===== src/rtl/daio_transmitter.sv =====
// rtl/daio_transmitter.sv - DAIO transmit section: host words to AES-style 32-slot subframes
//
// Purpose:
//   Serialises host audio words into subframe A / subframe B pairs, 192 frames
//   per block, one slot per clock. Each subframe carries a 4-slot preamble
//   window, 4 aux slots, a 20-bit audio word (MSB first), validity, user,
//   channel-status and an even-parity slot. Slot numbering and preamble timing
//   match the receive section so a loopback stays aligned.
//
// Ports:
//   clock, reset          system clock (one slot per cycle), synchronous active-high reset
//   xtal[3:0]             candidate bit clocks
//   tx_control[3:0]       [1:0] clock select, [2] transmit enable, [3] parity enable
//   data_A/B[19:0]        host audio words for subframe A / B
//   wr_A/B                write strobes into the single-entry holding registers
//   cs_bit                channel-status bit, sampled in slot 30
//   clock_out             selected xtal, captured when transmission starts
//   bit_out, bit_valid    serial slot value; valid is low during slots 0..3
//   preamble_1/2/3        one-cycle markers: block start / subframe A / subframe B
//   req_A/B               holding register empty
//   tx_status[1:0]        sticky underrun flags, [0] channel A, [1] channel B
//   frame_ofs[1:0]        low bits of the frame counter
//
// Every output is registered: the value produced while slot_cnt = N is decoded
// appears on the pins one cycle later, uniformly for all outputs.

module daio_transmitter (
  input  logic        clock,
  input  logic        reset,
  input  logic [3:0]  xtal,
  input  logic [3:0]  tx_control,
  input  logic [19:0] data_A,
  input  logic [19:0] data_B,
  input  logic        wr_A,
  input  logic        wr_B,
  input  logic        cs_bit,
  output logic        clock_out,
  output logic        bit_out,
  output logic        bit_valid,
  output logic        preamble_1,
  output logic        preamble_2,
  output logic        preamble_3,
  output logic        req_A,
  output logic        req_B,
  output logic [1:0]  tx_status,
  output logic [1:0]  frame_ofs
);

  typedef enum logic [1:0] {
    IDLE  = 2'd0,
    SEL   = 2'd1,
    SUB_A = 2'd2,
    SUB_B = 2'd3
  } state_t;

  localparam logic [7:0] LAST_FRAME = 8'd191;

  // Slot map boundaries within a subframe.
  localparam logic [4:0] SLOT_PREAMBLE = 5'd3;
  localparam logic [4:0] SLOT_AUX      = 5'd4;
  localparam logic [4:0] SLOT_AUDIO_LO = 5'd8;
  localparam logic [4:0] SLOT_AUDIO_HI = 5'd27;
  localparam logic [4:0] SLOT_CS       = 5'd30;
  localparam logic [4:0] SLOT_PARITY   = 5'd31;

  state_t      state;
  state_t      state_next;
  logic [4:0]  slot_cnt;
  logic [4:0]  slot_next;
  logic [7:0]  frame_counter;
  logic [7:0]  frame_next;

  // Holding registers and the shared output shift register.
  logic [19:0] hold_a;
  logic [19:0] hold_b;
  logic        full_a;
  logic        full_b;
  logic        full_a_next;
  logic        full_b_next;
  logic [19:0] shift_reg;

  // Configuration captured at start of transmission; later tx_control
  // changes (other than enable at block end) have no effect.
  logic        par_en;

  // Running XOR of the slot values sent in slots 4..30 of this subframe.
  logic        parity_acc;

  // Decoded per-slot controls and pre-register output values.
  logic        in_sub_a;
  logic        load_a;
  logic        load_b;
  logic        latch_cfg;
  logic        shift_en;
  logic        slot_bit;
  logic        slot_valid;
  logic        p1_next;
  logic        p2_next;
  logic        p3_next;

  // ---------------------------------------------------------------------------
  // FSM state register
  // ---------------------------------------------------------------------------
  always_ff @(posedge clock) begin
    if (reset) begin
      state         <= IDLE;
      slot_cnt      <= 5'd0;
      frame_counter <= 8'd0;
    end else begin
      state         <= state_next;
      slot_cnt      <= slot_next;
      frame_counter <= frame_next;
    end
  end

  // ---------------------------------------------------------------------------
  // FSM next state and slot decode
  // ---------------------------------------------------------------------------
  always_comb begin
    state_next  = state;
    slot_next   = slot_cnt;
    frame_next  = frame_counter;
    in_sub_a    = (state == SUB_A);
    load_a      = 1'b0;
    load_b      = 1'b0;
    latch_cfg   = 1'b0;
    shift_en    = 1'b0;
    slot_bit    = 1'b0;
    slot_valid  = 1'b0;
    p1_next     = 1'b0;
    p2_next     = 1'b0;
    p3_next     = 1'b0;

    case (state)
      IDLE: begin
        if (tx_control[2]) begin
          state_next = SEL;
        end
      end

      SEL: begin
        latch_cfg  = 1'b1;
        slot_next  = 5'd0;
        frame_next = 8'd0;
        state_next = SUB_A;
      end

      SUB_A, SUB_B: begin
        // 5-bit counter wraps 31 -> 0 naturally at the subframe boundary.
        slot_next = slot_cnt + 5'd1;

        if (slot_cnt == 5'd0) begin
          load_a = in_sub_a;
          load_b = !in_sub_a;
        end

        // The marker is raised at the end of the preamble window so that a
        // receiver sees it aligned with its own slot-3 decode.
        if (slot_cnt == SLOT_PREAMBLE) begin
          p1_next = in_sub_a && (frame_counter == 8'd0);
          p2_next = in_sub_a && (frame_counter != 8'd0);
          p3_next = !in_sub_a;
        end

        if (slot_cnt >= SLOT_AUX) begin
          slot_valid = 1'b1;
        end

        // Aux, validity and user slots stay at the default 0.
        if ((slot_cnt >= SLOT_AUDIO_LO) && (slot_cnt <= SLOT_AUDIO_HI)) begin
          slot_bit = shift_reg[19];
          shift_en = 1'b1;
        end else if (slot_cnt == SLOT_CS) begin
          slot_bit = cs_bit;
        end else if (slot_cnt == SLOT_PARITY) begin
          slot_bit = par_en & parity_acc;
        end

        if (slot_cnt == SLOT_PARITY) begin
          if (in_sub_a) begin
            state_next = SUB_B;
          end else if (frame_counter == LAST_FRAME) begin
            // Enable is only looked at here, so a block is never truncated.
            frame_next = 8'd0;
            state_next = tx_control[2] ? SUB_A : IDLE;
          end else begin
            frame_next = frame_counter + 8'd1;
            state_next = SUB_A;
          end
        end
      end

      default: begin
        state_next = IDLE;
      end
    endcase

    // A write in the consume cycle refills the register, so full stays set.
    full_a_next = wr_A | (full_a & ~load_a);
    full_b_next = wr_B | (full_b & ~load_b);
  end

  // ---------------------------------------------------------------------------
  // Holding registers, shift register, parity, configuration, status
  // ---------------------------------------------------------------------------
  always_ff @(posedge clock) begin
    if (reset) begin
      hold_a     <= 20'd0;
      hold_b     <= 20'd0;
      full_a     <= 1'b0;
      full_b     <= 1'b0;
      req_A      <= 1'b1;
      req_B      <= 1'b1;
      shift_reg  <= 20'd0;
      parity_acc <= 1'b0;
      par_en     <= 1'b0;
      clock_out  <= 1'b0;
      tx_status  <= 2'b00;
    end else begin
      full_a <= full_a_next;
      full_b <= full_b_next;
      req_A  <= ~full_a_next;
      req_B  <= ~full_b_next;

      // Latest write wins; no overwrite indication.
      if (wr_A) begin
        hold_a <= data_A;
      end
      if (wr_B) begin
        hold_b <= data_B;
      end

      // The load reads the pre-write contents, so a same-cycle write is
      // deferred to the next frame rather than replacing the current word.
      if (load_a) begin
        shift_reg <= full_a ? hold_a : 20'd0;
        if (!full_a) begin
          tx_status[0] <= 1'b1;
        end
      end else if (load_b) begin
        shift_reg <= full_b ? hold_b : 20'd0;
        if (!full_b) begin
          tx_status[1] <= 1'b1;
        end
      end else if (shift_en) begin
        shift_reg <= {shift_reg[18:0], 1'b0};
      end

      if (slot_cnt < SLOT_AUX) begin
        parity_acc <= 1'b0;
      end else if (slot_valid && (slot_cnt != SLOT_PARITY)) begin
        parity_acc <= parity_acc ^ slot_bit;
      end

      if (latch_cfg) begin
        clock_out <= xtal[tx_control[1:0]];
        par_en    <= tx_control[3];
      end
    end
  end

  // ---------------------------------------------------------------------------
  // Output register stage
  // ---------------------------------------------------------------------------
  always_ff @(posedge clock) begin
    if (reset) begin
      bit_out    <= 1'b0;
      bit_valid  <= 1'b0;
      preamble_1 <= 1'b0;
      preamble_2 <= 1'b0;
      preamble_3 <= 1'b0;
      frame_ofs  <= 2'b00;
    end else begin
      bit_out    <= slot_bit;
      bit_valid  <= slot_valid;
      preamble_1 <= p1_next;
      preamble_2 <= p2_next;
      preamble_3 <= p3_next;
      frame_ofs  <= frame_counter[1:0];
    end
  end

endmodule


===== config.mk =====
export PLATFORM = sky130hd
export DESIGN_NAME = daio_transmitter
export DESIGN_NICKNAME = d
export VERILOG_FILES = /design/src/rtl/daio_transmitter.sv
export SDC_FILE = /design/constraint.sdc
export NUM_CORES = 1
export LEC_CHECK = 0
export BUFFER_PORTS_ARGS = -buffer_cell sky130_fd_sc_hd__buf_2
export CAP_MARGIN = 20
export CORE_MARGIN = 2
export CORE_UTILIZATION = 40
export DETAILED_ROUTE_END_ITERATION = 10
export MAX_ROUTING_LAYER = met4
export PLACE_DENSITY = 0.57
export SLEW_MARGIN = 25
export SYNTH_ARGS = -nofsm -noshare
export SYNTH_HDL_FRONTEND = slang
export SYNTH_SLANG_ARGS = --single-unit

===== constraint.sdc =====
create_clock -name clock -period 2.4 [get_ports clock]
set_clock_uncertainty 0.1 [all_clocks]
set_input_delay 0.48 -clock clock [delete_from_list [all_inputs] [get_ports clock]]
set_output_delay 0.48 -clock clock [all_outputs]
set_load 0.02 [all_outputs]

==> impl_metrics.json, run 1 <==
{
  "synthArstFlopShare": 0,
  "cp-end-kind": "flop",
  "fin_tns_setup_ps": 0,
  "slew_viol_final": 0,
  "period_share": 0.898,
  "dp_hpwl_um": 6000,
  "power_mw": 2.94,
  "syn_inst": 424,
  "hp-start": "data_B[15]",
  "arrival_ps": 2360,
  "clock.fmax_ghz": 0.464,
  "port_buffers": 64,
  "grt_start_max_net_pins": 68,
  "synth_fp_nets": 483,
  "drt-initial-drc-count": 107,
  "grt_setup_unrepaired": "no",
  "cts.sinks": 91,
  "ant_nets": 0,
  "post_cts_resized": 0,
  "outcome": "finished, final reports clean",
  "io_pins": 65,
  "maxSlewHeadroom": 0.529,
  "stdcell_count": 614,
  "holdPathEnd": "hold_b[15]",
  "tightest_slew_ps": 707,
  "nNetsFinal": 535,
  "antenna_found_initial": 0,
  "netSwitchingPower_mw": 0.797,
  "whs_path_depth": 3,
  "cp_slowest_stage_delay_ps": 410,
  "clock_latency_ps": 360,
  "wl_per_cell_um": 14.6,
  "diodes": 0,
  "synth_seq_area_share": 0.452,
  "crit_type": "reg -> reg",
  "area_growth_pct": 14.4,
  "powerDensity_nw_per_um2": 637,
  "hold_viol": 0,
  "seqPwrFrac": 0.548,
  "die_w_um": 104,
  "drive_above_1_share": 0.200,
  "maxCapViolations": 0,
  "clkTransAtPathRegs_ps": 90,
  "dr_total_vias": 3215,
  "clockPowerShare": 0.327,
  "r2r-end": "frame_counter[0]",
  "regToRegSetupSlack_ps": 250,
  "layout_common_cells": "dfxtp_1 (91), mux2i_1 (64), nor2_1 (64), buf_2 (64), nand2_1 (26)",
  "dr.pass1.iters": 4,
  "dieHeight_um": 104,
  "hold_class": "in -> reg",
  "start_util": 0.413,
  "rr_startpoint": "slot_cnt[0]",
  "synth.ff_latch_count": 91,
  "clockBufferDepth": 2,
  "avgSynthCellArea_um2": 9.51,
  "cts_tree": "yes",
  "hold_buffers": 0,
  "synth_cell_types": 47,
  "ys_warn_count": 0,
  "cpMaxStageDelayCell": "dfxtp_1",
  "grt_first_pass_wirelength_um": 15100,
  "syn_area_um2": 4030,
  "rows": 36,
  "internal_power_mw": 2.14,
  "htreeDepth": 3,
  "setup_viol_count_final": 0,
  "cp_top_family": "simple AND/OR/NAND/NOR gates",
  "nFillCells": 958,
  "drt-vias-per-instance": 5.24,
  "path_cells": "ha_1 > and3_1 > ha_1 > nand2b_1 > nand2_1 > or3_1 > a21oi_1",
  "r2r_cells": 7,
  "grt_use_total": 0.178,
  "drc": 0,
  "cp_max_fo": 9,
  "path_buf_inv": 0,
  "cts_buffers": 9,
  "ir_worst_vdd_uv": 370,
  "design.core.area_um2": 9770,
  "cp_data_required_time_ps": 2600,
  "synthFlopType": "dfxtp_1",
  "routed_wl_um": 8980,
  "place_congestion": 0.856,
  "dieArea_um2": 10900,
  "layout_commonest_cell": "dfxtp_1",
  "setup.worst_path.start_class": "flop",
  "crit_top_cell": "ha_1",
  "period_needed_ps": 2150,
  "grt_overflow": 0,
  "p_leak_nw": 2.02,
  "synth-edff-count": 0,
  "place_inst": 598,
  "power.switching_fraction": 0.272,
  "grt_pass1_vias": 3104,
  "critPathLaunch": "slot_cnt[0]",
  "power_frac_comb": 0.125,
  "post_cts_buffers": 0,
  "cts-root-buf": "clkbuf_8"
}
## cell usage after synthesis, types with 2 or more instances
| cell | number | share of area |
|---|---|---|
| dfxtp_1 | 91 | 0.45 |
| mux2i_1 | 64 | 0.16 |
| nor2_1 | 64 | 0.060 |
| nand2_1 | 26 | 0.024 |
| a21oi_1 | 25 | 0.031 |
| a22oi_1 | 21 | 0.039 |
| a211o_1 | 19 | 0.041 |
| clkbuf_1 | 12 | 0.011 |
| buf_2 | 8 | 0.0099 |
| inv_1 | 8 | 0.0074 |
| xor2_1 | 8 | 0.017 |
| buf_6 | 6 | 0.017 |
| ha_1 | 6 | 0.019 |
| nand3_1 | 6 | 0.0074 |
| nand4_1 | 6 | 0.0093 |
| and2_1 | 5 | 0.0078 |
| buf_1 | 5 | 0.0047 |
| and3_1 | 4 | 0.0062 |
| nor3_1 | 4 | 0.0050 |
| o21a_1 | 3 | 0.0056 |
| a211oi_1 | 2 | 0.0037 |
| buf_4 | 2 | 0.0037 |
| nand2b_1 | 2 | 0.0031 |
| o21ai_1 | 2 | 0.0025 |
| or3_1 | 2 | 0.0031 |
| xnor2_1 | 2 | 0.0043 |
## cell type report
class,instances,area [µm²],share of cell area
clock buffers,10,138,0.0298
inverters,8,30.0,0.00651
repair buffers,74,420,0.0912
multi-input cells,292,1990,0.432
clock inverters,6,41.3,0.00895
flip-flops and latches,91,1820,0.395
well taps,133,166,0.0361
## tightest hold or removal path, stage by stage
cell and delay, ps:
buf_2 80, mux2i_1 50, nor2_1 70
## worst max path at each step
stage	end	slack, ps	cells past startpoint
final	frame_counter[0]	250	7
after global routing	frame_counter[0]	120	7
after detailed placement	frame_counter[0]	270	7
after global placement	frame_counter[0]	320	7
after CTS	frame_counter[0]	250	7
after floorplan	frame_counter[0]	500	8
## per-stage QoR
step / hold slack (ps) / worst slack (ps) / area (µm²) / utilization
2_1_floorplan: 338 / 501 / 4030 / -
4_1_cts: 228 / 245 / 4610 / 0.472
3_5_place_dp: 353 / 275 / 4430 / 0.454
5_1_grt: 246 / 118 / 4610 / 0.472
3_3_place_gp: 344 / 324 / 4430 / 0.454
6_report: 249 / 245 / 4610 / 0.472
## power by group through the flow
stage | registers [mW] | clock network (mW) | logic, mW
6_report | 1.61 | 0.960 | 0.368
5_1_grt | 1.62 | 1.06 | 0.410
4_1_cts | 1.61 | 0.991 | 0.371
3_5_place_dp | 1.64 | 0 | 0.370
3_3_place_gp | 1.64 | 0 | 0.365
2_1_floorplan | 1.64 | 0 | 0.259
## cell families after synthesis
group	after synthesis	share of synthesized area
compound gates	80	0.140
xor+xnor	10	0.0217
fa+ha+maj	6	0.0186
buf+inv	41	0.0537
flops	91	0.452
mux	65	0.164
simple gates	131	0.150
## metal layers
metal | part of all wire | global-route usage | vias up | wire, µm
li1 | - | - | 1596 | -
met1 | 0.48 | 0.234 | 1515 | 4290
met2 | 0.45 | 0.260 | 84 | 4010
met3 | 0.047 | 0.0351 | 20 | 421
met4 | 0.029 | 0.0869 | 0 | 257
met5 | 0 | - | - | 0
Power figures use the tool's default switching activity.
==> run 2, diff against run 1 <==
Settings changed: BUFFER_PORTS_ARGS -buffer_cell sky130_fd_sc_hd__buf_2 to unset, DONT_BUFFER_PORTS set to 1, PLACE_DENSITY 0.57 to 0.53.
Clock period 2.4 ns to 1.75 ns, I/O delays scaled along.
==> impl_metrics.json, run 2 (synthesis results as in run 1) <==
{
  "path_buf_inv": 1,
  "r2r-end": "shift_reg[11]",
  "routed_wl_um": 9330,
  "regToRegSetupSlack_ps": 20,
  "die_w_um": 104,
  "slew_viol_final": 0,
  "clkTransAtPathRegs_ps": 90,
  "seqCellArea_um2": 1830,
  "use_met2": 0.277,
  "grt_use_total": 0.179,
  "dr.pass1.iters": 4,
  "layout_common_cells": "dfxtp_1 (87), nor2_1 (64), mux2i_1 (63), nand2_1 (25), a21oi_1 (24)",
  "design.core.area_um2": 9770,
  "outcome": "finished, final reports clean",
  "holdPathEnd": "full_b",
  "hp-start": "wr_B",
  "cts-root-buf": "clkbuf_8",
  "r2r_cells": 6,
  "cpMaxStageDelayCell": "dfxtp_4",
  "diodes": 0,
  "netSwitchingPower_mw": 1.07,
  "antenna_found_initial": 0,
  "nFillCells": 945,
  "clockPowerShare": 0.410,
  "cts.sinks": 91,
  "grt_first_pass_wirelength_um": 15300,
  "grt_start_max_net_pins": 53,
  "cts_buffers": 9,
  "grt_setup_unrepaired": "yes",
  "start_util": 0.413,
  "rows": 36,
  "nNetsFinal": 489,
  "stdcell_count": 568,
  "hold_class": "in -> reg",
  "p_leak_nw": 1.91,
  "grt_pass1_vias": 3073,
  "clockBufferDepth": 2,
  "arrival_ps": 1890,
  "wl_per_cell_um": 16.4,
  "whs_path_depth": 2,
  "drive_above_1_share": 0.147,
  "fin_tns_setup_ps": 0,
  "rr_startpoint": "slot_cnt[0]",
  "clock_latency_ps": 370,
  "hold_viol": 0,
  "dp_hpwl_um": 5880,
  "power_frac_comb": 0.104,
  "dpl_cell_area_um2": 4270,
  "tightest_slew_ps": 406,
  "io_pins": 65,
  "power_mw": 4.56,
  "ir_worst_vdd_uv": 435,
  "crit_type": "reg -> reg",
  "dr_total_vias": 2977,
  "dieArea_um2": 10900,
  "cts_tree": "yes",
  "powerDensity_nw_per_um2": 976,
  "dieHeight_um": 104,
  "busiest_layer": "met2",
  "use_met3": 0.0407,
  "drt-vias-per-instance": 5.24,
  "area_growth_pct": 15.9,
  "place_congestion": 0.835,
  "drt-initial-drc-count": 109,
  "maxCapViolations": 0,
  "port_buffers": 0,
  "period_share": 0.988,
  "htreeDepth": 3,
  "period_needed_ps": 1730,
  "maxSlewHeadroom": 0.728,
  "internal_power_mw": 3.49,
  "multiInputGateArea_um2": 2060,
  "use_met1": 0.226,
  "fin_area_um2": 4670,
  "power.switching_fraction": 0.234,
  "clock.fmax_ghz": 0.579,
  "grt_overflow": 0,
  "setup_viol_count_final": 0,
  "layout_commonest_cell": "dfxtp_1",
  "path_cells": "ha_4 > and3b_1 > o31a_1 > o21a_4 > buf_6 > mux2i_2",
  "cp_data_required_time_ps": 1910,
  "cp_slowest_stage_delay_ps": 380,
  "cp_max_fo": 6,
  "ant_nets": 0,
  "seqPwrFrac": 0.486,
  "cp-end-kind": "flop",
  "cp_top_family": "compound AO/OA/AOI/OAI gates",
  "setup.worst_path.start_class": "flop",
  "drc": 0,
  "place_inst": 545
}
run 2: changes by cell type in the layout (fill, tap and decap cells not counted), moves of 3 or more:
cell / change
buf_2: -64
buf_4: +8
buf_6: +4
bufinv_16: +4
dfxtp_1: -4
buf_12: +3
run 2: what timing repair did:
| item | in CTS | in global routing |
|---|---|---|
| resized for setup | 4 | 13 |
| pin swaps | 0 | 4 |
| hold endpoints to repair | 52 | 0 |
| endpoints found under the setup margin | 15 | 23 |
| hold buffers | 2 | 0 |
| cloned | 0 | 1 |
| setup buffers | 1 | 3 |
run 2: area by class of cell:
class | instances | share of cell area
multi-input cells | 292 | 0.442
flip-flops and latches | 91 | 0.392
inverters | 8 | 0.00643
well taps | 133 | 0.0356
clock buffers | 10 | 0.0273
repair buffers | 28 | 0.0675
clock inverters | 6 | 0.0292
run 2: worst max path at each step:
stage                     slack, ps   startpoint          endpoint  cells past startpoint
final                            20  slot_cnt[0]     shift_reg[11]                      6
after global routing            -60  slot_cnt[0]        parity_acc                      7
after CTS                        -5  slot_cnt[1]     shift_reg[11]                      6
after detailed placement        -30  slot_cnt[1]     shift_reg[11]                      6
after global placement           10  slot_cnt[1]      shift_reg[8]                      6
after floorplan                   8  slot_cnt[1]  frame_counter[0]                      8
run 2: power groups by stage:
stage,registers [mW],logic (mW),clock network [mW]
floorplan,2.25,0.360,0
global placement,2.26,0.408,0
detailed placement,2.26,0.413,0
CTS,2.22,0.446,1.91
global route,2.23,0.526,1.99
finish,2.21,0.476,1.87
run 2: per-layer routing:
metal	share of wire	wire, µm
met3	0.044	406
met1	0.48	4490
met5	0	0
met2	0.46	4280
met4	0.016	153
run 2: per-stage QoR:
step / hold WS (ps) / util / setup WS [ps]
floorplan: 338 / - / 8.05
global placement: 330 / 0.437 / 11.5
detailed placement: 337 / 0.437 / -28.0
CTS: 11.2 / 0.468 / -5.38
global route: 14.5 / 0.478 / -60.4
finish: 14.7 / 0.478 / 21.8
run 2: worst reg2reg max path, stage by stage (launching register included):
cell,delay (ps)
dfxtp_4,380
ha_4,140
and3b_1,180
o31a_1,280
o21a_4,240
buf_6,150
mux2i_2,150
